--- src/rtl/snake_pkg.sv ---
// snake_pkg: screen geometry, pixel widths and plot arbiter state encoding
// shared by the snake game blocks.
package snake_pkg;

    localparam int X_W = 8;
    localparam int Y_W = 7;
    localparam int C_W = 3;

    localparam int SCREEN_X_MAX = 159;
    localparam int SCREEN_Y_MAX = 119;

    localparam logic [1:0] ST_IDLE  = 2'd0;
    localparam logic [1:0] ST_GNT_A = 2'd1;
    localparam logic [1:0] ST_GNT_B = 2'd2;
    localparam logic [1:0] ST_CLEAR = 2'd3;

    // Owner choice at a burst boundary: a pending clear wins,
    // then a lone requester, then the round-robin favourite.
    function automatic logic [1:0] next_from_idle(
        input logic pend,
        input logic a_req,
        input logic b_req,
        input logic fav_b
    );
        logic [1:0] nxt;
        if (pend) begin
            nxt = ST_CLEAR;
        end else begin
            unique case ({a_req, b_req})
                2'b11:   nxt = fav_b ? ST_GNT_B : ST_GNT_A;
                2'b10:   nxt = ST_GNT_A;
                2'b01:   nxt = ST_GNT_B;
                default: nxt = ST_IDLE;
            endcase
        end
        return nxt;
    endfunction

endpackage

--- src/rtl/vga_plot_arbiter_if.sv ---
// vga_plot_arbiter_if: one pixel requester's link to the plot arbiter;
// a pixel moves on any cycle where req and gnt are both high.
interface vga_plot_arbiter_if #(
    parameter int X_W = snake_pkg::X_W,
    parameter int Y_W = snake_pkg::Y_W,
    parameter int C_W = snake_pkg::C_W
);
    logic           req;
    logic [X_W-1:0] x;
    logic [Y_W-1:0] y;
    logic [C_W-1:0] col;
    logic           last;
    logic           gnt;

    modport master (output req, x, y, col, last, input gnt);
    modport slave  (input req, x, y, col, last, output gnt);
endinterface

--- src/rtl/vga_clear_sweeper.sv ---
// vga_clear_sweeper: walks every screen pixel in raster order, one per
// cycle, after a start pulse, presenting a fixed fill colour.
module vga_clear_sweeper #(
    parameter int X_W   = 8,
    parameter int Y_W   = 7,
    parameter int C_W   = 3,
    parameter int X_MAX = 159,
    parameter int Y_MAX = 119
) (
    input  logic           clk,
    input  logic           reset_n,
    input  logic           start,
    input  logic [C_W-1:0] colour,
    output logic [X_W-1:0] x,
    output logic [Y_W-1:0] y,
    output logic [C_W-1:0] fill_colour,
    output logic           valid,
    output logic           last
);
    logic active;
    logic x_end;
    logic y_end;

    assign x_end = (x == X_W'(X_MAX));
    assign y_end = (y == Y_W'(Y_MAX));
    assign valid = active;
    assign last  = active && x_end && y_end;

    // Nested raster counters; x wraps into the next row.
    always_ff @(posedge clk or negedge reset_n) begin
        if (!reset_n) begin
            active      <= 1'b0;
            x           <= '0;
            y           <= '0;
            fill_colour <= '0;
        end else if (start) begin
            active      <= 1'b1;
            x           <= '0;
            y           <= '0;
            fill_colour <= colour;
        end else if (active) begin
            if (last) begin
                active <= 1'b0;
            end
            if (x_end) begin
                x <= '0;
                y <= y_end ? '0 : y + Y_W'(1);
            end else begin
                x <= x + X_W'(1);
            end
        end
    end

endmodule

--- src/rtl/vga_plot_arbiter.sv ---
// vga_plot_arbiter: shares the framebuffer write port between the snake
// and food drawers, with a built-in full-screen clear sequencer.
module vga_plot_arbiter #(
    parameter int X_W            = snake_pkg::X_W,
    parameter int Y_W            = snake_pkg::Y_W,
    parameter int C_W            = snake_pkg::C_W,
    parameter int X_MAX          = snake_pkg::SCREEN_X_MAX,
    parameter int Y_MAX          = snake_pkg::SCREEN_Y_MAX,
    parameter int MAX_BURST      = 16,
    parameter bit CLEAR_ON_RESET = 1'b1
) (
    input  logic                     clk,
    input  logic                     reset_n,
    vga_plot_arbiter_if.slave        a,
    vga_plot_arbiter_if.slave        b,
    input  logic                     clear_start,
    input  logic [C_W-1:0]           clear_colour,
    output logic                     clear_busy,
    output logic                     clear_done,
    output logic [X_W-1:0]           x_out,
    output logic [Y_W-1:0]           y_out,
    output logic [C_W-1:0]           colour_out,
    output logic                     plot
);
    import snake_pkg::*;

    localparam int CNT_W = $clog2(MAX_BURST + 1);

    logic [1:0]       state;
    logic [1:0]       state_nxt;
    logic             rr_b;
    logic             clear_pend;
    logic [CNT_W-1:0] burst_cnt;
    logic             a_xfer;
    logic             b_xfer;
    logic             cur_req;
    logic             cur_last;
    logic             burst_end;
    logic             sw_start;
    logic [X_W-1:0]   sw_x;
    logic [Y_W-1:0]   sw_y;
    logic [C_W-1:0]   sw_col;
    logic             sw_valid;
    logic             sw_last;

    assign a.gnt      = (state == ST_GNT_A);
    assign b.gnt      = (state == ST_GNT_B);
    assign clear_busy = (state == ST_CLEAR);
    assign a_xfer     = (state == ST_GNT_A) && a.req;
    assign b_xfer     = (state == ST_GNT_B) && b.req;
    assign cur_req    = (state == ST_GNT_A) ? a.req  : b.req;
    assign cur_last   = (state == ST_GNT_A) ? a.last : b.last;

    vga_clear_sweeper #(
        .X_W   (X_W),
        .Y_W   (Y_W),
        .C_W   (C_W),
        .X_MAX (X_MAX),
        .Y_MAX (Y_MAX)
    ) u_sweep (
        .clk         (clk),
        .reset_n     (reset_n),
        .start       (sw_start),
        .colour      (clear_colour),
        .x           (sw_x),
        .y           (sw_y),
        .fill_colour (sw_col),
        .valid       (sw_valid),
        .last        (sw_last)
    );

    // Next owner; a burst end re-decides in the same cycle so no bubble.
    always_comb begin
        state_nxt = state;
        burst_end = 1'b0;
        unique case (state)
            ST_IDLE: begin
                state_nxt = next_from_idle(clear_pend, a.req, b.req, rr_b);
            end
            ST_GNT_A, ST_GNT_B: begin
                burst_end = !cur_req || cur_last ||
                            (burst_cnt == CNT_W'(MAX_BURST - 1));
                if (burst_end) begin
                    state_nxt = next_from_idle(clear_pend, a.req, b.req,
                                               state == ST_GNT_A);
                end
            end
            ST_CLEAR: begin
                if (sw_last) begin
                    state_nxt = ST_IDLE;
                end
            end
            default: state_nxt = ST_IDLE;
        endcase
        sw_start = (state != ST_CLEAR) && (state_nxt == ST_CLEAR);
    end

    // State, round-robin pointer, pending clear and burst length.
    always_ff @(posedge clk or negedge reset_n) begin
        if (!reset_n) begin
            state      <= ST_IDLE;
            rr_b       <= 1'b0;
            clear_pend <= CLEAR_ON_RESET;
            burst_cnt  <= '0;
        end else begin
            state <= state_nxt;
            if (burst_end) begin
                rr_b <= (state == ST_GNT_A);
            end
            if (sw_start) begin
                clear_pend <= 1'b0;
            end else if (clear_start && state != ST_CLEAR) begin
                clear_pend <= 1'b1;
            end
            if (burst_end || state == ST_IDLE) begin
                burst_cnt <= '0;
            end else if (a_xfer || b_xfer) begin
                burst_cnt <= burst_cnt + CNT_W'(1);
            end
        end
    end

    // Framebuffer write register: one cycle behind the transfer.
    always_ff @(posedge clk or negedge reset_n) begin
        if (!reset_n) begin
            x_out      <= '0;
            y_out      <= '0;
            colour_out <= '0;
            plot       <= 1'b0;
            clear_done <= 1'b0;
        end else begin
            plot       <= 1'b0;
            clear_done <= 1'b0;
            unique case (1'b1)
                a_xfer: begin
                    x_out      <= a.x;
                    y_out      <= a.y;
                    colour_out <= a.col;
                    plot       <= 1'b1;
                end
                b_xfer: begin
                    x_out      <= b.x;
                    y_out      <= b.y;
                    colour_out <= b.col;
                    plot       <= 1'b1;
                end
                (clear_busy && sw_valid): begin
                    x_out      <= sw_x;
                    y_out      <= sw_y;
                    colour_out <= sw_col;
                    plot       <= 1'b1;
                    clear_done <= sw_last;
                end
                default: begin
                end
            endcase
        end
    end

endmodule

--- src/flat_wrapper.sv ---
// flat-port wrapper written by rule: the top's interface ports become plain ports
module vga_plot_arbiter_flat import snake_pkg::*;
#(
    parameter int X_W            = snake_pkg::X_W,
    parameter int Y_W            = snake_pkg::Y_W,
    parameter int C_W            = snake_pkg::C_W,
    parameter int X_MAX          = snake_pkg::SCREEN_X_MAX,
    parameter int Y_MAX          = snake_pkg::SCREEN_Y_MAX,
    parameter int MAX_BURST      = 16,
    parameter bit CLEAR_ON_RESET = 1'b1
)
  (clk, reset_n, clear_start, clear_colour, clear_busy, clear_done, x_out, y_out, colour_out, plot, a_req, a_x, a_y, a_col, a_last, a_gnt, b_req, b_x, b_y, b_col, b_last, b_gnt);
  vga_plot_arbiter_if #(.X_W(X_W), .Y_W(Y_W), .C_W(C_W)) a_i ();
  vga_plot_arbiter_if #(.X_W(X_W), .Y_W(Y_W), .C_W(C_W)) b_i ();
  input  logic clk;
  input  logic reset_n;
  input  logic clear_start;
  input  logic [C_W-1:0] clear_colour;
  output logic clear_busy;
  output logic clear_done;
  output logic [X_W-1:0] x_out;
  output logic [Y_W-1:0] y_out;
  output logic [C_W-1:0] colour_out;
  output logic plot;
  input wire logic [$bits(a_i.req)-1:0] a_req;
  input wire logic [$bits(a_i.x)-1:0] a_x;
  input wire logic [$bits(a_i.y)-1:0] a_y;
  input wire logic [$bits(a_i.col)-1:0] a_col;
  input wire logic [$bits(a_i.last)-1:0] a_last;
  output wire logic [$bits(a_i.gnt)-1:0] a_gnt;
  input wire logic [$bits(b_i.req)-1:0] b_req;
  input wire logic [$bits(b_i.x)-1:0] b_x;
  input wire logic [$bits(b_i.y)-1:0] b_y;
  input wire logic [$bits(b_i.col)-1:0] b_col;
  input wire logic [$bits(b_i.last)-1:0] b_last;
  output wire logic [$bits(b_i.gnt)-1:0] b_gnt;
  assign a_i.req = a_req;
  assign a_i.x = a_x;
  assign a_i.y = a_y;
  assign a_i.col = a_col;
  assign a_i.last = a_last;
  assign a_gnt = a_i.gnt;
  assign b_i.req = b_req;
  assign b_i.x = b_x;
  assign b_i.y = b_y;
  assign b_i.col = b_col;
  assign b_i.last = b_last;
  assign b_gnt = b_i.gnt;
  vga_plot_arbiter #(.X_W(X_W), .Y_W(Y_W), .C_W(C_W), .X_MAX(X_MAX), .Y_MAX(Y_MAX), .MAX_BURST(MAX_BURST), .CLEAR_ON_RESET(CLEAR_ON_RESET)) u_core (.clk(clk), .reset_n(reset_n), .a(a_i), .b(b_i), .clear_start(clear_start), .clear_colour(clear_colour), .clear_busy(clear_busy), .clear_done(clear_done), .x_out(x_out), .y_out(y_out), .colour_out(colour_out), .plot(plot));
endmodule
--- config.mk ---
export PLATFORM = sky130hd
export DESIGN_NAME = vga_plot_arbiter_flat
export DESIGN_NICKNAME = d
export VERILOG_FILES = /design/src/rtl/snake_pkg.sv /design/src/rtl/vga_plot_arbiter_if.sv /design/src/rtl/vga_clear_sweeper.sv /design/src/rtl/vga_plot_arbiter.sv /design/src/flat_wrapper.sv
export SDC_FILE = /design/constraint.sdc
export NUM_CORES = 1
export LEC_CHECK = 0
export ABC_AREA = 1
export BUFFER_PORTS_ARGS = -buffer_cell sky130_fd_sc_hd__buf_2
export CAP_MARGIN = 0
export CORE_AREA = 3 3 100 102
export CTS_CLUSTER_SIZE = 12
export DETAILED_ROUTE_END_ITERATION = 8
export DIE_AREA = 0 0 103 105
export PLACE_DENSITY = 0.58
export SYNTH_ARGS = -nofsm -noshare
export SYNTH_HDL_FRONTEND = slang
export SYNTH_HIERARCHICAL = 1
export SYNTH_SLANG_ARGS = --single-unit
--- constraint.sdc ---
create_clock -name clk -period 2.1 [get_ports clk]
set_clock_uncertainty 0.1 [all_clocks]
set_input_delay 0.315 -clock clk [delete_from_list [all_inputs] [get_ports clk]]
set_output_delay 0.315 -clock clk [all_outputs]
set_load 0.01 [all_outputs]
== After elaboration in Yosys (flattened, before gate mapping) ==
Cells that the tools add are included.
Cells by class
  add/sub/neg operators: 3
  equality and inequality tests: 11
  mux-type cells: 31
  reductions and logical operators: 21
Operators by type and width (count)
  $mux W7: 4
  $mux W8: 3
  $pmux W8 S3: 1
  $pmux W7 S3: 1
  $pmux W2 S3: 3
  $mux W2: 6
  $eq A2 B2 Y1 const B: 5
  $mux W1: 10
  $mux W5: 2
  $pmux W3 S3: 1
  $add A8 B1 Y8 const B: 1
  $eq A8 B8 Y1 const B: 1
  $reduce_bool A2 Y1: 4
  $add A7 B1 Y7 const B: 1
  $eq A7 B7 Y1 const B: 1
  $logic_and A1 B1 Y1: 7
  $add A5 B1 Y5 const B: 1
  $eq A5 B4 Y1 const B: 1
  $eq A2 B1 Y1 const B: 2
  $logic_or A1 B1 Y1: 4
  $reduce_bool A3 Y1: 1
  $reduce_or A3 Y1: 1
  $logic_not A2 Y1: 1
  $ne A2 B2 Y1 const B: 1
  other kinds (3): 3
Storage, ports and cells
  bits in registers: 48
  bits of input ports: 46
  output and inout port bits: 23
  logic and storage cells: 79

== Logic depth before layout (Yosys ltp) ==
  word-level depth: 11
  mapped depth: 18
  gate-level depth less buffers: 17

== By module ==
The synthesis kept the hierarchy.
Modules (own cells, without submodules)
  vga_plot_arbiter: times used 1, cells each 222, area each 1789.2 µm²
  vga_clear_sweeper: times used 1, cells each 122, area each 963.4 µm²

== Least setup slack after synthesis ==
OpenSTA, ideal clock, no wires.
  path type: flip-flop to flip-flop
  from: register u_core.u_sweep.y[0]
  to: register u_core.u_sweep.x[7]
  setup time: 121 ps
  arrival time: 2133 ps
  data required time: 1879 ps
  slack: -253 ps
  stages on the path, launching flop included: 16
  buffers on the path: 0
  cells stage by stage: dfrtp_1 > ha_1 > nand2_1 > inv_1 > nand4_1 > nor2_1 > o31ai_1 > inv_1 > nand2_1 > nand2_1 > nor2_2 > nor2_1 > nor2_4 > nand3_1 > o21ai_0 > nor2_1
On the way
  longest elaborated chain between the ends: 7
Ends and longest elaborated chain
  from (decl): RTL line vga_clear_sweeper.sv:15  | output logic [Y_W-1:0] y,
  from (signal assigned): RTL line vga_clear_sweeper.sv:47  | y <= y_end ? '0 : y + Y_W'(1);
  $eq A7 B7 Y1 *: RTL line vga_clear_sweeper.sv:25  | assign y_end = (y == Y_W'(Y_MAX));
  $logic_and A1 B1 Y1 *: RTL line vga_clear_sweeper.sv:27  | assign last = active && x_end && y_end;
  named net u_core.sw_last: RTL line vga_plot_arbiter.sv:44  | logic sw_last;
  $mux W2 *: RTL line vga_plot_arbiter.sv:89  | if (sw_last) begin
  $pmux W2 S3 *: RTL line vga_plot_arbiter.sv:76  | unique case (state)
  $eq A2 B2 Y1 *: RTL line vga_plot_arbiter.sv:95  | sw_start = (state != ST_CLEAR) && (state_nxt == ST_CLEAR);
  $logic_and A1 B1 Y1 *: RTL line vga_plot_arbiter.sv:95
  named net u_core.sw_start: RTL line vga_plot_arbiter.sv:39  | logic sw_start;
  $mux W8 / $reduce_bool A2 Y1 (equally long branches)
  to (signal assigned): RTL line vga_clear_sweeper.sv:49  | x <= x + X_W'(1);
  to (decl): RTL line vga_clear_sweeper.sv:14  | output logic [X_W-1:0] x,
The timed path passes the listed nets; every way through them passes the cells marked *.
A chain may end at the register's enable or synchronous reset.

== Final worst setup path ==
  from: register u_core.u_sweep.y[0]
  to: register u_core.u_sweep.x[6]
The elaborated chain is that of the path after synthesis.

==> flow_summary.toml <==
[sta]
finalMaxSlewViolations = 0
tightestPinTransition_ps = 295
fmax_mhz = 448
period_minus_slack_ps = 2230
hold_viol = 0
setup_slack_ps = -135
max-slew-margin-rel_pct = 80.3
fin_crit_sh_pct = 106
rsz0062_at_grt = "yes"
setup_violations = 13

[layout]
antennaDiodeCount = 0
syn2layout_area_growth_pct = 41.3
nFillCells = 931
final_nets = 517
fin_area_sq_mm = 0.00389
final_cell_count_no_fill = 574
drive_above_1_share_pct = 42.5
regArea_sq_mm = 0.00120
multiInputGateArea_sq_mm = 0.00150

[clock_tree]
h-tree-depth = 2
clock_latency_ps = 300
path_clk_slew_ps = 90
clock_sinks = 48
cts_made_buffers = 5
cts_tree = "yes"
cts_buffer_depth = 2
root_buffer = "clkbuf_8"

[place]
place_area_sq_mm = 0.00351
dp_hpwl_um = 5770
gp_congestion = 0.807
port_buffers = 68
placedCellCount = 549

[critical_path]
path_class = "reg -> reg"
crit_path_start_kind = "register"
r2r_end = "u_core/u_sweep/x[6]"
reg2reg_from = "u_core/u_sweep/y[0]"
crit_path_end_kind = "register"
cp.arrival_ps = 2330
r2r_cells = 17
reg2reg_slack_ps = -130
worst-endpoint-required_ps = 2200
crit_path_max_fanout = 5

[hold_path]
hold_start = "clear_colour[2]"
whs_path_depth = 3
min_to = "u_core/u_sweep/fill_colour[2]"
hold_path_class = "in -> reg"

[routing]
wirelength_um = 8120
drt.antenna.violating_nets = 0
wire_per_inst_um = 14.1
drt-initial-drc-count = 164
vias = 2804
drc = 0
firstDrtPassIters = 4
viasPerCell = 4.89

[run_status]
violations = "negative setup slack"
status = "finished with violations"

[grt]
antenna_found_initial = 0
grt_pass1_vias = 2790
grt_max_degree = 49
grt_usage_pct = 14.8
grt_first_pass_wirelength_um = 13000
grt_remaining_overflow = 0

[logic_synthesis]
syn_area_per_cell_sq_um = 8.00
yosys.area.top_type = "dfrtp_1"
synth_seq_cells = 48
yosysMostFrequentCell = "nand2_1"
synth_area_sq_mm = 0.00275
synth_cell_types = 32
synth_top_cell_area_share_pct = 42.7
ys_warn_count = 6
ys_seq_area_share_pct = 43.7
synth_area_leaders = "dfrtp_1 (43%), nand3_1 (9.3%), nand2_1 (8.9%)"
async_reset_ff_share_pct = 100
syn_inst = 344
synth_nets = 399
synth_edf_count = 0
synthTopCellsByCount = "nand2_1 (65), nand3_1 (51), dfrtp_1 (47)"
synth_top_flop_cell = "dfrtp_1"

[pwr]
cellPowerDensity_mw_per_mm2 = 417
vdd_drop_max_v = 0.000207
leakage_uw = 0.00183

[die]
row_count = 35
io_pins = 69
dieArea_sq_mm = 0.0108
initial_utilization_pct = 29.9
die_w_um = 103
dieHeight_um = 105
fp.coreArea_sq_mm = 0.00920

[run]
maxCapViolCount = 0
## metal layers
metal,vias to the layer above,global-route usage [%],share of wire (%)
met2,58,24.4,49
met5,-,0,0
li1,1389,-,-
met4,0,3.61,0.55
met3,4,1.94,3.7
met1,1353,20.2,47
## metrics by stage
step | setup TNS, ps | setup slack, ps | total power, uW | hold slack (ps) | utilization [%]
2_1_floorplan | -3.34 | -3.34 | 969 | -80.6 | -
3_3_place_gp | -156 | -48.8 | 1040 | 225 | 38.2
3_5_place_dp | -1760 | -175 | 1040 | 228 | 38.2
4_1_cts | -180 | -78.0 | 1650 | 99.5 | 40.4
5_1_grt | -2880 | -242 | 1690 | 111 | 42.3
6_report | -610 | -135 | 1620 | 110 | 42.3
## how the worst max path moves through the flow
stage                                   start                  end
after global routing      u_core/u_sweep/y[0]  u_core/u_sweep/x[6]
after floorplan           u_core/u_sweep/y[0]  u_core/u_sweep/x[6]
final                     u_core/u_sweep/y[0]  u_core/u_sweep/x[6]
after detailed placement  u_core/burst_cnt[1]  u_core/u_sweep/y[3]
after global placement    u_core/u_sweep/y[1]  u_core/u_sweep/x[6]
after CTS                 u_core/burst_cnt[0]  u_core/u_sweep/x[7]
## kinds of logic after synthesis
logic type	share of synthesized area, %
fa+ha+maj	4.09
xor+xnor	1.27
flops	43.7
buf+inv	8.09
simple gates	31.4
compound gates	11.5
## sequential cells by signal, summed over array words and instances (netlist names), 2 cells and up
signal                      count
u_core/y_out                    7
u_core/colour_out               3
u_core/u_sweep/x                8
u_core/x_out                    8
u_core/state                    2
u_core/u_sweep/fill_colour      3
u_core/u_sweep/y                7
u_core/burst_cnt                5
## power breakdown
part	total [uW]	switching, uW	internal [uW]
registers	923	0	923
clock network	595	328	267
logic	102	56.1	46.3
## layout make-up
class                           count  area share (%)
Sequential cell                    48            31.0
Inverter                           37            3.83
Clock buffer                        6            2.12
Clock inverter                      2           0.386
Tap cell                          111            3.57
Timing Repair Buffer              125            20.7
Multi-Input combinational cell    245            38.4
## cells in the final DEF, fill, tap and decap left out, types with 5 or more instances in the layout
cell      instances
nand4_1           6
nand3_2           7
a41oi_1          11
o21ai_0          11
a31oi_1           8
dfrtp_1          46
inv_1            25
nand2_2          13
a21oi_1          11
nand2_1          55
inv_2             8
nand2_4           6
nor2_2            5
ha_2              5
clkbuf_8          6
nor2_4            5
nor2_1           34
buf_4            50
nand3_1          45
buf_2            69
## repair_timing
action / 4_1_cts / 5_1_grt
resized for setup: 13 / 33
endpoints found under the setup margin: 18 / 39
endpoints found under the hold margin: 47 / 0
pin swaps: 10 / 16
setup buffers: 8 / 9
gates cloned: 0 / 1
hold buffers: 1 / 0
## worst max-delay path: stages, from the launching register on
cell and delay [ps]:
dfrtp_1 370, ha_2 190, nand2_2 60, inv_2 60, nand4_1 160, nor2_4 200, inv_2 60, nand3_2 60
nand2_2 50, inv_2 50, nand3_2 80, nand3_2 90, nor2_4 60, nor2_4 160, nor2_2 60, nand2_1 90
xor2_1 170, nor2_1 60
(Power assumes the default switching activity.)
